==> config.mk <==
export PLATFORM = sky130hd
export DESIGN_NAME = sqrt_fx
export DESIGN_NICKNAME = d
export VERILOG_FILES = /design/src/rtl/sqrt_fx_pkg.sv /design/src/rtl/sqrt_step.sv /design/src/rtl/sqrt_fx.sv
export SDC_FILE = /design/constraint.sdc
export NUM_CORES = 1
export LEC_CHECK = 0
export BUFFER_PORTS_ARGS = -buffer_cell sky130_fd_sc_hd__buf_2
export CORE_ASPECT_RATIO = 0.7
export CORE_UTILIZATION = 50
export DETAILED_ROUTE_END_ITERATION = 8
export GPL_ROUTABILITY_DRIVEN = 0
export GPL_TIMING_DRIVEN = 0
export PLACE_DENSITY = 0.7
export SYNTH_ARGS = -nofsm -noshare
export SYNTH_HDL_FRONTEND = slang
export SYNTH_SLANG_ARGS = --single-unit
==> constraint.sdc <==
create_clock -name clk_sqrt -period 3.1 [get_ports clk_sqrt]
set_input_delay 0.155 -clock clk_sqrt [delete_from_list [all_inputs] [get_ports clk_sqrt]]
set_output_delay 0.155 -clock clk_sqrt [all_outputs]
set_load 0.02 [all_outputs]
==> src/rtl/sqrt_fx_pkg.sv <==
// sqrt_fx_pkg: shared constants and state encoding for the fixed-point
// square-root unit.
//   SQRT_WIDTH  operand/result width (signed Q12.13)
//   SQRT_FRAC   number of fractional bits
//   SQRT_TAG_W  sideband tag width
//   SQRT_RAD_W  radicand width (WIDTH-1+FRAC rounded up to even)
//   SQRT_ITER   iterations per operation (one result bit each)
//   SQRT_CNT_W  iteration counter width
package sqrt_fx_pkg;

  localparam int SQRT_WIDTH = 26;
  localparam int SQRT_FRAC  = 13;
  localparam int SQRT_TAG_W = 4;
  localparam int SQRT_RAD_W = ((SQRT_WIDTH - 1 + SQRT_FRAC + 1) / 2) * 2;
  localparam int SQRT_ITER  = SQRT_RAD_W / 2;
  localparam int SQRT_CNT_W = $clog2(SQRT_ITER);

  typedef enum logic [1:0] {
    IDLE = 2'd0,
    RUN  = 2'd1,
    DONE = 2'd2
  } sqrt_state_t;

endpackage

==> src/rtl/sqrt_step.sv <==
// sqrt_step: one combinational iteration of the restoring digit-by-digit
// square root. Shifts two radicand bits into the partial remainder and
// tries to subtract the trial value (root<<2)|1.
//   rem       current partial remainder (ITER+2 bits)
//   root      current partial root (ITER bits)
//   rad_bits  next two radicand bits, MSB first
//   rem_next  remainder after this iteration
//   root_next root after this iteration (one more result bit)
module sqrt_step #(
  parameter int ITER = 19
) (
  input  logic [ITER+1:0] rem,
  input  logic [ITER-1:0] root,
  input  logic [1:0]      rad_bits,
  output logic [ITER+1:0] rem_next,
  output logic [ITER-1:0] root_next
);

  logic [ITER+3:0] shifted;
  logic [ITER+3:0] trial;
  logic [ITER+1:0] diff;

  // The shifted remainder needs two extra bits for the comparison, but when
  // the subtraction is taken the true difference always fits in ITER+2 bits,
  // so the narrow modular subtraction is exact.
  always_comb begin
    shifted   = {rem, rad_bits};
    trial     = {2'b00, root, 2'b01};
    diff      = shifted[ITER+1:0] - trial[ITER+1:0];
    rem_next  = shifted[ITER+1:0];
    root_next = {root[ITER-2:0], 1'b0};
    if (shifted >= trial) begin
      rem_next  = diff;
      root_next = {root[ITER-2:0], 1'b1};
    end
  end

endmodule

==> src/rtl/sqrt_fx.sv <==
// sqrt_fx: iterative signed Q12.13 square root, floor(sqrt(x)), one result
// bit per clock. Negative operands complete immediately with err_out set.
//   clk_sqrt    clock
//   rst_sqrt    synchronous active-high reset
//   en_sqrt     start request, taken when ready_sqrt=1
//   x_in        signed Q12.13 operand
//   tag_in      sideband tag captured with x_in
//   ready_sqrt  high in IDLE or DONE
//   valid_sqrt  one-cycle pulse marking y_out/err_out/tag_out valid
//   y_out       floor(sqrt(x)) in Q12.13, never negative
//   err_out     operand was negative
//   tag_out     tag of the completed operation
module sqrt_fx
  import sqrt_fx_pkg::*;
#(
  parameter int WIDTH = SQRT_WIDTH,
  parameter int FRAC  = SQRT_FRAC,
  parameter int TAG_W = SQRT_TAG_W
) (
  input  logic             clk_sqrt,
  input  logic             rst_sqrt,
  input  logic             en_sqrt,
  input  logic [WIDTH-1:0] x_in,
  input  logic [TAG_W-1:0] tag_in,
  output logic             ready_sqrt,
  output logic             valid_sqrt,
  output logic [WIDTH-1:0] y_out,
  output logic             err_out,
  output logic [TAG_W-1:0] tag_out
);

  localparam int RAD_W = ((WIDTH - 1 + FRAC + 1) / 2) * 2;
  localparam int ITER  = RAD_W / 2;
  localparam int CNT_W = $clog2(ITER);

  sqrt_state_t state, next_state;

  logic [RAD_W-1:0] rad;
  logic [ITER+1:0]  rem, rem_next;
  logic [ITER-1:0]  root, root_next;
  logic [CNT_W-1:0] cnt;
  logic [TAG_W-1:0] tag_q;
  logic             accept;
  logic             x_neg;

  assign ready_sqrt = (state == IDLE) || (state == DONE);
  assign valid_sqrt = (state == DONE);
  assign accept     = ready_sqrt && en_sqrt;
  assign x_neg      = x_in[WIDTH-1];

  sqrt_step #(.ITER(ITER)) u_step (
    .rem       (rem),
    .root      (root),
    .rad_bits  (rad[RAD_W-1:RAD_W-2]),
    .rem_next  (rem_next),
    .root_next (root_next)
  );

  // State register.
  always_ff @(posedge clk_sqrt) begin
    if (rst_sqrt) begin
      state <= IDLE;
    end else begin
      state <= next_state;
    end
  end

  // Next-state logic: negative operands skip RUN and complete at once;
  // requests seen during RUN are dropped.
  always_comb begin
    next_state = state;
    case (state)
      IDLE, DONE: begin
        if (en_sqrt) begin
          next_state = x_neg ? DONE : RUN;
        end else begin
          next_state = IDLE;
        end
      end
      RUN: begin
        if (cnt == '0) begin
          next_state = DONE;
        end
      end
      default: next_state = IDLE;
    endcase
  end

  // Datapath: load on accept, iterate during RUN, and register the result
  // on the edge that enters DONE so outputs hold until the next completion.
  always_ff @(posedge clk_sqrt) begin
    if (rst_sqrt) begin
      rad     <= '0;
      rem     <= '0;
      root    <= '0;
      cnt     <= '0;
      tag_q   <= '0;
      y_out   <= '0;
      err_out <= 1'b0;
      tag_out <= '0;
    end else if (accept) begin
      tag_q <= tag_in;
      if (x_neg) begin
        y_out   <= '0;
        err_out <= 1'b1;
        tag_out <= tag_in;
      end else begin
        rad  <= RAD_W'({x_in[WIDTH-2:0], {FRAC{1'b0}}});
        rem  <= '0;
        root <= '0;
        cnt  <= CNT_W'(ITER - 1);
      end
    end else if (state == RUN) begin
      rad  <= {rad[RAD_W-3:0], 2'b00};
      rem  <= rem_next;
      root <= root_next;
      cnt  <= cnt - CNT_W'(1);
      if (cnt == '0) begin
        y_out   <= WIDTH'(root_next);
        err_out <= 1'b0;
        tag_out <= tag_q;
      end
    end
  end

endmodule

==> flow_summary.rst <==
.. list-table::
   :header-rows: 1

   * - Metric
     - Value
   * - Outcome
     - completed
   * - Worst-case headroom to the max-slew limit
     - 56.16%
   * - Overflow left after global routing
     - 0
   * - CTS root buffer
     - clkbuf_16
   * - Antenna Cells
     - 0
   * - Startpoint of the most critical hold path
     - x_in[1]
   * - Overall routed net length
     - 13140 µm
   * - Highest cell delay on the worst timing path
     - 0.44 ns
   * - Full die area
     - 0.01062 mm²
   * - CTS H-Tree Depth
     - 3
   * - Number of buffers added on ports
     - 57
   * - Cell-by-cell trace of the critical path
     - inv_1 > ha_1 > o21ai_1 > a2111oi_4 > nor2_2 > o31a_1 > a31o_1 > buf_6 > buf_4 > a32oi_1 > o21ai_0
   * - Final standard cell count with taps included and fillers excluded
     - 845
   * - Number of sinks handled by clock tree synthesis
     - 100
   * - Placed Cells incl. Taps
     - 830
   * - Final-report hold violation count
     - 0
   * - Final Skew
     - 0.007317 ns
   * - Detailed-route via count
     - 4835
   * - Setup violations, final
     - 0
   * - Global-route usage over all layers
     - 25.72%
   * - Reg-to-reg critical path startpoint
     - root[0]$_SDFFE_PP0P_
   * - DRC violation count after routing
     - 0
   * - Top Family by Delay on Critical Path
     - compound AO/OA/AOI/OAI gates
   * - Gate count of the mapped netlist
     - 639
   * - Met2 Routed Length
     - 5386 µm
   * - Proportion of layout cells with a drive suffix above 1
     - 12.83%
   * - Unrepaired setup endpoints after global routing
     - false
   * - Sum of negative setup slack
     - 0 ns
   * - Data arrival time of the critical path
     - 3.07 ns
   * - Post-CTS setup buffer count
     - 0
   * - Kind of start point of the critical path
     - flip-flop
   * - Number of antenna violations at the first check in global routing
     - 0
   * - Vias/cell
     - 5.722
   * - Crit path buffers/inverters
     - 3
   * - Maximum clock path buffer count
     - 2
   * - FFs w/ async S/R, synth
     - 0%
   * - Sequential area share after synthesis
     - 39.24%
   * - Source-to-sink clock delay at the later pin of the worst-skew pair
     - 0.34 ns
   * - Areal power density over the cells
     - 1405 mW/mm²
   * - Fmax
     - 349.9 MHz
   * - CP Class
     - reg2reg
   * - Class of the worst hold path
     - in2reg
   * - Chip height
     - 86.51 µm
   * - Period utilization
     - 92.19%
   * - Via count of the first global-routing pass
     - 4492
   * - Remaining number of nets flagged by the antenna check after routing
     - 0
   * - R2R depth
     - 11
   * - Fin nets
     - 769
   * - Routed wire per std cell
     - 15.55 µm
   * - Core Footprint
     - 0.009797 mm²
   * - Mean instance size in the synthesized netlist
     - 7.983 µm²
   * - Max-capacitance violation count
     - 0
   * - Filler cell count
     - 904
   * - Routed length on met1
     - 6769 µm
   * - Clock period minus final worst setup slack
     - 2.858 ns
   * - Detailed-router iteration count before antenna repair
     - 5
   * - Pin count of the biggest net entering global routing
     - 15
   * - Wire length of the first global-routing pass
     - 21560 µm
   * - Violation count after the first detailed-routing iteration
     - 431
   * - Maximum fanout encountered on the critical timing path
     - 10
   * - Clock transition at the register clock pins on the worst setup and hold paths after CTS
     - 0.06 ns
   * - Tightest Pin Transition
     - 0.6551 ns
   * - Hold EP
     - rad[14]$_SDFFE_PP0P_
   * - Crit end category
     - flip-flop
   * - Placed wire-length estimate after detailed placement
     - 10020 µm
   * - Cell variety after synth
     - 53
   * - Leading register cell type out of synthesis
     - dfxtp_1
   * - CTS tree
     - yes
   * - Count of cells along the worst hold path
     - 3
   * - Endpoint of the worst-slack reg-to-reg timing path
     - rem[20]$_SDFFE_PP0P_
   * - Reg2reg setup slack
     - 0.24 ns
   * - Number of placed I/O pins
     - 66
   * - Number of standard-cell rows in the floorplan
     - 30
   * - Starting density of the core
     - 52.07%
   * - CP required
     - 3.31 ns
   * - Top routing layer used
     - met4
   * - Die width
     - 122.7 µm
   * - Number of enable-type register cells in the synthesized netlist
     - 0
   * - Max IR drop VDD
     - 1274 µV
   * - Pins over their slew limit
     - 0
   * - Netlist Area Pre-Place
     - 0.005101 mm²
   * - Area growth from synthesis to layout
     - 14.47%
   * - Synth Register Bits
     - 100
   * - Met3 wire length
     - 893 µm
   * - Slowest CP cell
     - dfxtp_1
   * - Leakage power of the design
     - 2.357 nW
   * - Clock buffer count from CTS
     - 9
   * - Commonest cells after routing, fill and taps aside
     - 100 x nand2_1, 100 x dfxtp_1, 69 x nor2_1
   * - Synth Warn #
     - 0
## metrics by stage
stage / setup WS [ns] / power (mW) / util (%) / hold slack, ns / instance area (µm²)
3_3_place_gp: 0.3429 / 6.958 / 56.85 / 0.4056 / 5569
5_1_grt: 0.02489 / 8.766 / 59.60 / 0.07573 / 5839
3_5_place_dp: 0.2872 / 7.061 / 56.85 / 0.4095 / 5569
6_report: 0.2422 / 8.206 / 59.60 / 0.05884 / 5839
4_1_cts: 0.2508 / 8.117 / 59.60 / 0.05419 / 5839
2_1_floorplan: 0.6530 / 5.892 / - / 0.2910 / 5124
## sequential cells by signal, summed over array words and instances, names as in the netlist
name     flops
rad         25
rem         21
root        19
y_out       19
cnt          5
tag_out      4
tag_q        4
state        2
err_out      1
## Yosys cell counts (all sizes together) (2+ instances only)
cell | count | area (µm²)
a31o | 2 | 17.52
ha | 23 | 287.8
nor3 | 9 | 45.04
a211oi | 5 | 37.54
dfxtp | 100 | 2002
xor2 | 9 | 78.83
nand2b | 4 | 25.02
a311oi | 24 | 210.2
o31ai | 5 | 37.54
and3 | 4 | 25.02
a22oi | 18 | 135.1
nor2b | 5 | 31.28
nor4b | 2 | 17.52
a31oi | 3 | 18.77
nand2 | 101 | 381.6
nor2 | 70 | 265.3
or2 | 3 | 18.77
buf | 15 | 101.4
nor4 | 2 | 12.51
o221ai | 2 | 17.52
clkbuf | 35 | 131.4
xnor2 | 11 | 96.34
a32oi | 8 | 70.07
o22ai | 2 | 12.51
nand3 | 28 | 140.1
o21ai | 31 | 155.1
a21oi | 42 | 210.2
o21a | 8 | 60.06
a21o | 6 | 45.04
inv | 28 | 105.1
mux2i | 13 | 130.1
o21bai | 2 | 15.01
and2 | 4 | 25.02
nand4 | 3 | 18.77
## how the worst max path moves through the flow
stage               slack (ns)                    to                 start  cells after the start
CTS                       0.25  rem[17]$_SDFFE_PP0P_  root[0]$_SDFFE_PP0P_                     10
floorplan                 0.65  rem[13]$_SDFFE_PP0P_  root[3]$_SDFFE_PP0P_                     11
detailed placement        0.29  rem[20]$_SDFFE_PP0P_  root[0]$_SDFFE_PP0P_                     11
global placement          0.34  rem[20]$_SDFFE_PP0P_  root[0]$_SDFFE_PP0P_                     11
finish                    0.24  rem[20]$_SDFFE_PP0P_  root[0]$_SDFFE_PP0P_                     11
global route              0.02  rem[14]$_SDFFE_PP0P_  root[0]$_SDFFE_PP0P_                     11
## area by class of cell
| type | count | area, µm² | area share [%] |
|---|---|---|---|
| clock inverters | 2 | 10.01 | 0.1714 |
| multi-input cells | 467 | 2784 | 47.68 |
| inverters | 28 | 105.1 | 1.800 |
| repair buffers | 57 | 285.3 | 4.885 |
| plain buffers | 50 | 232.7 | 3.985 |
| flip-flops and latches | 100 | 2002 | 34.28 |
| well taps | 128 | 160.2 | 2.743 |
| clock buffers | 13 | 260.3 | 4.457 |
## timing repair
action	4_1_cts	5_1_grt
gates resized for setup	0	1
endpoints found under the setup margin	0	1
hold buffers	0	0
## worst min-delay path, cell delays in order
cell and delay [ns]:
buf_2 0.10, nand2_1 0.04, a21oi_1 0.05
## power by group
part / total [mW] / switching (mW) / internal, mW
Sequential: 1.61 / 0.146 / 1.47
Clock: 1.04 / 0.460 / 0.582
Combinational: 5.55 / 3.12 / 2.43
Total: 8.21 / 3.73 / 4.48
## per-layer routing
layer | up-vias | GRT usage (%)
met3 | 11 | 5.066
li1 | 2378 | -
met4 | 0 | 6.098
met1 | 2308 | 39.63
met2 | 138 | 36.16
met5 | - | 0
## cell families (layout without fill, tap and decap cells)
group / after synthesis / after routing / share of synthesized area, %
DFF: 100 / 100 / 39.24
AOI/OAI and AO/OA: 166 / 166 / 22.15
and+or+nand+nor: 237 / 237 / 20.06
buffers and inverters: 78 / 150 / 6.623
adders and majority gates: 23 / 23 / 5.641
muxes: 14 / 14 / 2.772
other: 1 / 7 / 0.07351
xor gates and xnor gates: 20 / 20 / 3.434
Power figures use the tool's default switching activity.
